### src/rtl/mem_wb_stage_pkg.sv
// Shared opcodes, state encodings and defaults for the MEM/WB stage.
// Optional misaligned-access trap: define MEM_MISALIGN_CHECK_EN.
package mem_wb_stage_pkg;

  localparam logic [5:0] ALU_ADD    = 6'd0;
  localparam logic [5:0] ALU_SUB    = 6'd1;
  localparam logic [5:0] ALU_L_WORD = 6'd20;
  localparam logic [5:0] ALU_S_WORD = 6'd21;

  localparam logic [0:0] MWB_IDLE   = 1'b0;
  localparam logic [0:0] MWB_ACCESS = 1'b1;

  localparam int ACK_TIMEOUT_DEF = 16;

  function automatic logic is_mem_op(input logic [5:0] op);
    return (op == ALU_L_WORD) || (op == ALU_S_WORD);
  endfunction

endpackage

### src/rtl/mem_wb_stage_fsm.sv
// Data-memory request FSM: IDLE/ACCESS, ack timeout, dmem_* registers and stall.
// With MEM_MISALIGN_CHECK_EN defined, misaligned loads/stores trap instead of issuing.
module mem_req_fsm
  import mem_wb_stage_pkg::*;
#(
  parameter int XLEN        = 32,
  parameter int ACK_TIMEOUT = ACK_TIMEOUT_DEF,
  parameter int CNT_W       = 5
) (
  input  logic            clk,
  input  logic            rst,
  input  logic            in_valid,
  input  logic            is_mem,
  input  logic            is_store,
  input  logic [XLEN-1:0] alu_result,
  input  logic [XLEN-1:0] store_data,
  input  logic [4:0]      rd_addr,
  input  logic            reg_write,
  input  logic            dmem_ack,
  output logic            idle,
  output logic            stall,
  output logic            dmem_req,
  output logic            dmem_we,
  output logic [XLEN-1:0] dmem_addr,
  output logic [XLEN-1:0] dmem_wdata,
  output logic            bus_err,
  output logic            ld_ack,
  output logic [4:0]      ld_rd,
  output logic            ld_rw
);

  logic [0:0]      state_q, state_d;
  logic [CNT_W-1:0] cnt_q, cnt_d;
  logic            req_q, req_d, we_q, we_d, err_q, err_d, rw_q, rw_d;
  logic [XLEN-1:0] addr_q, addr_d, wdata_q, wdata_d;
  logic [4:0]      rd_q, rd_d;
  logic            misalign, timeout, issue;

`ifdef MEM_MISALIGN_CHECK_EN
  assign misalign = alu_result[1:0] != 2'b00;
`else
  assign misalign = 1'b0;
`endif

  assign timeout = cnt_q == CNT_W'(ACK_TIMEOUT - 1);
  assign issue   = (state_q == MWB_IDLE) && in_valid && is_mem;

  always_comb begin
    state_d = state_q;
    cnt_d   = cnt_q;
    req_d   = req_q;
    we_d    = we_q;
    addr_d  = addr_q;
    wdata_d = wdata_q;
    rd_d    = rd_q;
    rw_d    = rw_q;
    err_d   = 1'b0;
    case (state_q)
      MWB_IDLE: begin
        if (issue && misalign) begin
          err_d = 1'b1;
        end else if (issue) begin
          state_d = MWB_ACCESS;
          cnt_d   = '0;
          req_d   = 1'b1;
          we_d    = is_store;
          addr_d  = alu_result;
          wdata_d = store_data;
          rd_d    = rd_addr;
          rw_d    = reg_write;
        end
      end
      default: begin
        // ack takes priority over a simultaneous timeout
        if (dmem_ack) begin
          state_d = MWB_IDLE;
          req_d   = 1'b0;
        end else if (timeout) begin
          state_d = MWB_IDLE;
          req_d   = 1'b0;
          err_d   = 1'b1;
        end else begin
          cnt_d = cnt_q + CNT_W'(1);
        end
      end
    endcase
  end

  always_ff @(posedge clk or posedge rst) begin
    if (rst) begin
      state_q <= MWB_IDLE;
      cnt_q   <= '0;
      req_q   <= 1'b0;
      we_q    <= 1'b0;
      addr_q  <= '0;
      wdata_q <= '0;
      rd_q    <= '0;
      rw_q    <= 1'b0;
      err_q   <= 1'b0;
    end else begin
      state_q <= state_d;
      cnt_q   <= cnt_d;
      req_q   <= req_d;
      we_q    <= we_d;
      addr_q  <= addr_d;
      wdata_q <= wdata_d;
      rd_q    <= rd_d;
      rw_q    <= rw_d;
      err_q   <= err_d;
    end
  end

  assign idle       = state_q == MWB_IDLE;
  assign stall      = !rst && (idle ? (issue && !misalign) : (!dmem_ack && !timeout));
  assign dmem_req   = req_q;
  assign dmem_we    = we_q;
  assign dmem_addr  = addr_q;
  assign dmem_wdata = wdata_q;
  assign bus_err    = err_q;
  assign ld_ack     = !idle && dmem_ack && !we_q;
  assign ld_rd      = rd_q;
  assign ld_rw      = rw_q;

endmodule

### src/rtl/mem_wb_stage.sv
// MEM/WB stage top: ALU results and load data into the register-file write port.
// Optional misaligned-access trap: define MEM_MISALIGN_CHECK_EN.
module mem_wb_stage
  import mem_wb_stage_pkg::*;
#(
  parameter int XLEN        = 32,
  parameter int ACK_TIMEOUT = ACK_TIMEOUT_DEF,
  parameter int CNT_W       = 5
) (
  input  logic            clk,
  input  logic            rst,
  input  logic            in_valid,
  input  logic [5:0]      alu_control,
  input  logic [XLEN-1:0] alu_result,
  input  logic [XLEN-1:0] store_data,
  input  logic [4:0]      rd_addr,
  input  logic            reg_write,
  output logic            stall,
  output logic            dmem_req,
  output logic            dmem_we,
  output logic [XLEN-1:0] dmem_addr,
  output logic [XLEN-1:0] dmem_wdata,
  input  logic [XLEN-1:0] dmem_rdata,
  input  logic            dmem_ack,
  output logic            wb_en,
  output logic [4:0]      wb_addr,
  output logic [XLEN-1:0] wb_data,
  output logic            bus_err
);

  logic            is_mem, idle, ld_ack, ld_rw;
  logic [4:0]      ld_rd;
  logic            wb_en_q, wb_en_d;
  logic [4:0]      wb_addr_q, wb_addr_d;
  logic [XLEN-1:0] wb_data_q, wb_data_d;

  assign is_mem = is_mem_op(alu_control);

  mem_req_fsm #(.XLEN(XLEN), .ACK_TIMEOUT(ACK_TIMEOUT), .CNT_W(CNT_W)) u_fsm (
    .clk        (clk),
    .rst        (rst),
    .in_valid   (in_valid),
    .is_mem     (is_mem),
    .is_store   (alu_control == ALU_S_WORD),
    .alu_result (alu_result),
    .store_data (store_data),
    .rd_addr    (rd_addr),
    .reg_write  (reg_write),
    .dmem_ack   (dmem_ack),
    .idle       (idle),
    .stall      (stall),
    .dmem_req   (dmem_req),
    .dmem_we    (dmem_we),
    .dmem_addr  (dmem_addr),
    .dmem_wdata (dmem_wdata),
    .bus_err    (bus_err),
    .ld_ack     (ld_ack),
    .ld_rd      (ld_rd),
    .ld_rw      (ld_rw)
  );

  // x0 is never written; address/data hold when nothing retires
  always_comb begin
    wb_en_d   = 1'b0;
    wb_addr_d = wb_addr_q;
    wb_data_d = wb_data_q;
    if (idle && in_valid && !is_mem) begin
      wb_en_d   = reg_write && (rd_addr != 5'd0);
      wb_addr_d = rd_addr;
      wb_data_d = alu_result;
    end else if (ld_ack) begin
      wb_en_d   = ld_rw && (ld_rd != 5'd0);
      wb_addr_d = ld_rd;
      wb_data_d = dmem_rdata;
    end
  end

  always_ff @(posedge clk or posedge rst) begin
    if (rst) begin
      wb_en_q   <= 1'b0;
      wb_addr_q <= '0;
      wb_data_q <= '0;
    end else begin
      wb_en_q   <= wb_en_d;
      wb_addr_q <= wb_addr_d;
      wb_data_q <= wb_data_d;
    end
  end

  assign wb_en   = wb_en_q;
  assign wb_addr = wb_addr_q;
  assign wb_data = wb_data_q;

endmodule

### config.mk
export PLATFORM = sky130hd
export DESIGN_NAME = mem_wb_stage
export DESIGN_NICKNAME = d
export VERILOG_FILES = /design/src/rtl/mem_wb_stage_pkg.sv /design/src/rtl/mem_wb_stage_fsm.sv /design/src/rtl/mem_wb_stage.sv
export SDC_FILE = /design/constraint.sdc
export NUM_CORES = 1
export LEC_CHECK = 0
export ABC_AREA = 1
export CORE_MARGIN = 2
export CORE_UTILIZATION = 43
export DETAILED_ROUTE_END_ITERATION = 10
export GPL_ROUTABILITY_DRIVEN = 0
export HOLD_SLACK_MARGIN = 0.03
export MAX_ROUTING_LAYER = met4
export PLACE_DENSITY = 0.81
export SYNTH_ARGS = -nofsm -noshare
export SYNTH_HDL_FRONTEND = slang
export SYNTH_SLANG_ARGS = --single-unit
### constraint.sdc
create_clock -name clk -period 5 [get_ports clk]
set_clock_uncertainty 0.15 [all_clocks]
set_input_delay 1 -clock clk [delete_from_list [all_inputs] [get_ports clk]]
set_output_delay 1 -clock clk [all_outputs]
set_load 0.1 [all_outputs]
# Word-level counts from Yosys, hierarchy flattened
# Index checks and enable logic that the tools add are counted.
# Widths: inputs -> output; s select.
word_totals:
  regBits: 117
  latch_bits: 0
  memories: 0
  ramBits: 0
  output_inout_bits: 106
  mem_bits_ro: 0
  in_bits: 112
  elab_cells: 64
op_classes:
  n_div: 0
  muxes: 22
  add_sub_neg: 1
  order_cmp: 0
  eq_ne: 6
  n_reduce_logical: 22
  n_mul: 0
  shifts: 0
  bitwise: 1
ops:
  columns: ["op", "n"]
  rows:
  - ["$mux 32", 2]
  - ["$mux 5", 6]
  - ["$mux 1", 14]
  - ["$eq 6x5->1 const B", 2]
  - ["$reduce_bool 5->1", 2]
  - ["$logic_and 1x1->1", 9]
  - ["$add 5x1->5 const B", 1]
  - ["$eq 5x4->1 const B", 1]
  - ["$logic_not 1->1", 5]
  - ["$ne 2x2->1 const B", 2]
  - ["$reduce_and 2->1", 2]
  - ["$reduce_bool 2->1", 2]
  - ["$ne 3x3->1 const B", 1]
  - ["$reduce_and 3->1", 1]
  - ["$logic_or 1x1->1", 1]
  - ["$not 1->1", 1]

# Depth between registers and ports, before layout
depth:
  ltp_word: 5
  ltp_mapped: 9

# Cells and area by module
# From an unflattened synthesis, not the netlist that was laid out.
hier_totals:
  cells_unflattened: 694
  area_unflattened_um2: 5531.6
modules_own_cells:
  columns: ["mod", "n_inst", "cells_each", "area_each_um2", "seq_area_each_um2"]
  rows:
  - ["mem_req_fsm", 1, 348, 3249.4, 1976.9]
  - ["mem_wb_stage", 1, 346, 2282.2, 950.9]

# Worst setup path before layout
# No wires, ideal clock.
synth_path:
  kind: "input to output"
  startpoint: "input alu_control[5]"
  endpoint: "output stall"
  arrival_ns: 3.208
  n_path_buf: 2
  setup_slack_ns: 0.642
  required_time_ns: 3.850
  path_stages: 7
  cell_sequence: "inv_1 -> nand3_1 -> nor2_4 -> nand2_2 -> buf_2 -> buf_2 -> a21oi_1"
synth_between:
  elab_chain_cells: 5
  word_cells_on_any_way: 6
  cone_classes: "eq/ne (2); mux (1); reduce/logical (3)"
synth_lines:
  columns: ["item", "line", "text"]
  rows:
  - ["start: declaration", "mem_wb_stage.sv:13", "input logic [5:0] alu_control,"]
  - ["$eq 6x5->1", "mem_wb_stage_pkg.sv:16", "return (op == ALU_L_WORD) || (op == ALU_S_WORD);"]
  - ["$logic_or 1x1->1 (*)", "mem_wb_stage_pkg.sv:16", null]
  - ["$logic_and 1x1->1 (*)", "mem_wb_stage_fsm.sv:46", "assign issue = (state_q == MWB_IDLE) && in_valid && is_mem;"]
  - ["$mux 1 (*)", "mem_wb_stage_fsm.sv:114", "assign stall = !rst && (idle ? (issue && !misalign) : (!dmem_ack && !timeout));"]
  - ["$logic_and 1x1->1 (*)", "mem_wb_stage_fsm.sv:114", null]
  - ["end: declaration", "mem_wb_stage.sv:18", "output logic stall,"]
# Every way passes the cells marked *; elsewhere a longest branch is shown, timed or not.

# Final worst setup path
layout_path:
  startpoint: "input dmem_ack"
  endpoint: "output stall"
layout_between:
  elab_chain_cells: 4
layout_lines:
  columns: ["item", "line", "text"]
  rows:
  - ["start: declaration", "mem_wb_stage.sv:24", "input logic dmem_ack,"]
  - ["$logic_not 1->1", "mem_wb_stage_fsm.sv:114", null]
  - ["$logic_and 1x1->1", "mem_wb_stage_fsm.sv:114", null]
  - ["$mux 1", "mem_wb_stage_fsm.sv:114", null]
  - ["$logic_and 1x1->1", "mem_wb_stage_fsm.sv:114", null]
# No other way between the ends.

==> metrics.md <==
| Metric | Value |
|---|---|
| Register area share after synthesis | `0.559` |
| Gr usage total | `0.251` |
| Clock buffer depth | `2` |
| Largest net degree at the start of global routing | `~120` |
| Status | `finished, final reports clean` |
| CP Buf/Inv Count | `3` |
| Largest family of logic cells by synthesized area | `simple AND/OR/NAND/NOR gates` |
| Period Utilization, post-route | `0.697` |
| Critical path launch point type | `primary input` |
| Post-Synthesis Cells | `656` |
| CP required | `slightly below 4 ns` |
| HPWL Detailed | `9.97 mm` |
| CP Capture Type | `output port` |
| Setup TNS | `0 ns` |
| Adder-Cell Fraction of Synth Area | `0.00478` |
| Gr ovfl total | `0` |
| Syn nets | `770` |
| Worst slack, placed | `1.51 ns` |
| Avg Vias per Cell | `4.82` |
| Share of cells above drive strength 1 | `0.0505` |
| Post-CTS Resized | `0` |
| Drt pass-1 iters | `5` |
| DRC viols | `0` |
| Xor/xnor share of the synthesized area | `0.00167` |
| Diodes inserted | `0` |
| PD cells | `490 nW/um^2` |
| Leakage | `0.00396 uW` |
| Clock Latency Late Sink | `0.41 ns` |
| IO buf count | `around 220` |
| CTS tree | `yes` |
| Vias in the first global route | `approximately 4900` |
| Final-report max-slew violation count | `0` |
| Reg-to-reg slack, setup | `2.68 ns` |
| Tot Pwr | `3940 uW` |
| TritonCTS Buffers | `17` |
| Delay-heaviest family, CP | `buffers and inverters` |
| Clock Sinks | `approximately 120` |
| Max cap viols | `0` |
| Synth Area in Compound Gates | `0.0402` |
| Final nets | `973` |
| Initial antenna violation count | `0` |
| Site Rows | `40` |
| RSZ-0062 raised after global routing | `no` |
| Die Ht | `about 110 um` |
| DIE AREA | `13100 um^2` |
| H-tree Lvls | `4` |
| Starting DRC count in detailed routing | `between 400 and 500` |
| Post-route setup slack | `between 1.5 and 2 ns` |
| Antenna Nets Post-Route | `0` |
| Root Driver | `clkbuf_16` |
| Fmax achieved | `0.287 GHz` |
| Starting Density | `0.438` |
| Hold Crit Class | `reg2reg` |
| VDD IR max | `0.287 mV` |
| Die X-Extent | `around 110 um` |
| First-pass GRT wire length | `24.7 mm` |
| Clock slew at reported path FFs | `roughly 0.050 ns` |
| Slowest CP cell | `clkdlybuf4s50_1` |
| Core footprint | `12000 um^2` |
| Total Wirelength | `15.2 mm` |
| Post-CTS Setup Inserts | `0` |
| Post-Syn Area per Cell | `7.98 um^2` |
| Cell variety after synth | `20` |
| CP Max Fanout | `10` |
| Slew HR | `0.294` |
| Top cells by area, synth | `dfrtp_1 (56%), nand2_1 (19%), nand3_1 (11%)` |
| Critical path cell sequence | `clkdlybuf4s50_1, inv_1, nand3_1, a21oi_1, buf_12` |
| Final Hold Fails | `0` |
| Worst-margin pin slew | `1.06 ns` |
| Area grow syn2layout | `53.6%` |
| Yosys top cell area share | `0.559` |
| Seq cells post-synth | `around 120` |
| Crit Path Class | `in2out` |
| Setup violators final | `0` |
| Post-Synth Simple-Gate Area | `0.321` |
| Proportion of synthesized area in mux cells | `0` |
| Yosys top cell by area | `dfrtp_1` |
| Vias | `4908` |
| Post-route minimum period | `3.48 ns` |
| Max incr delay on CP | `0.45 ns` |
| I/O pin cnt | `between 200 and 250` |
| WP data arrival | `between 2 and 2.5 ns` |
| Syn Std Cell Area | `5240 um^2` |
| Hold_buf cts | `0` |
| Ys Warns | `0` |
| Wire per inst | `14.9 um` |
==> metal layers <==
| metal | part of all wire | vias to the layer above | wire length, um | global-route usage |
|---|---|---|---|---|
| li1 | - | 2465 | - | - |
| met1 | 0.44 | 2271 | 6640 | 0.321 |
| met2 | 0.49 | 144 | 7480 | 0.394 |
| met3 | 0.046 | 28 | 698 | 0.0561 |
| met4 | 0.024 | 0 | 360 | 0.0959 |
| met5 | 0 | - | 0 | - |
==> sequential cells by signal (all words and copies together) (netlist names) <==
| register | cells |
|---|---|
| u_fsm.bus_err | 1 |
| wb_data | 32 |
| u_fsm.ld_rw | 1 |
| u_fsm.ld_rd | 5 |
| u_fsm.cnt_q | 5 |
| u_fsm.dmem_addr | 32 |
| wb_en | 1 |
| wb_addr | 5 |
| u_fsm.state_q | 1 |
| u_fsm.dmem_we | 1 |
| u_fsm.dmem_req | 1 |
| u_fsm.dmem_wdata | 32 |
==> layout by cell type (no fill, tap or decap), drive strengths merged <==
cell and instances:
buf 9, dfrtp 117, xor2 1, nor2 9
clkinv 3, o21ai 40, or2 2, clkdlybuf4s50 216
inv 51, ha 2, nand2 270, clkbuf 27
bufinv 1, nor3 2, a21oi 2, nand3 119
==> Yosys cell counts, drive strengths merged <==
master and count:
xor2 1, nand3 119, or2 2, clkbuf 21, buf 20, ha 2
nor2 9, dfrtp 117, nor3 2, o21ai 40, inv 51, a21oi 2
nand2 270
==> power by group <==
part / leakage, uW / total [uW] / switching, uW / internal [uW]
Combinational: 0.00222 / 1630 / 1250 / 377
Sequential: 0.00147 / 1180 / 87.4 / 1100
Clock: 0.000271 / 1130 / 399 / 730
Total: 0.00396 / 3940 / 1740 / 2210
==> layout make-up <==
cell class                      instances  area, um^2
Timing Repair Buffer                  225        2240
Fill cell                             947        3920
Inverter                               51         194
Sequential cell                       117        2930
Clock inverter                          4        45.0
Clock buffer                           27         503
Tap cell                              147         184
Multi-Input combinational cell        447        1950
==> tightest hold or removal path, stage by stage (launching register included) <==
cell	delay, ns
dfrtp_1	0.34
nand2_1	0.05
nand2_1	0.05
==> cells by family after synthesis <==
family | Yosys count
and+or+nand+nor | 402
xor gates and xnor gates | 1
buffers and inverters | 92
adders and majority gates | 2
DFF | 117
AOI/OAI and AO/OA | 42
==> per-stage QoR <==
stage	util	cell area (um^2)	instances	hold WS, ns
after CTS	0.672	8040	1018	0.320
after global routing	0.672	8040	1018	0.337
after detailed placement	0.627	7490	987	0.307
final	0.672	8040	1018	0.317
after floorplan	-	5240	656	0.293
after global placement	0.627	7490	987	0.302
==> path summary, 6_finish.rpt <==
check                                      from  cells past startpoint                   end
setup / recovery                       dmem_ack                      5                 stall
hold / removal             u_fsm.dmem_wdata[29]                      2  u_fsm.dmem_wdata[29]
setup reg to reg                  u_fsm.state_q                      6           wb_data[19]
hold reg to reg            u_fsm.dmem_wdata[29]                      2  u_fsm.dmem_wdata[29]
max in group asynchronous                   rst                      3           wb_data[31]
min in group asynchronous                   rst                      2   u_fsm.dmem_wdata[2]
Note: power is estimated with default switching activity, not from simulation.
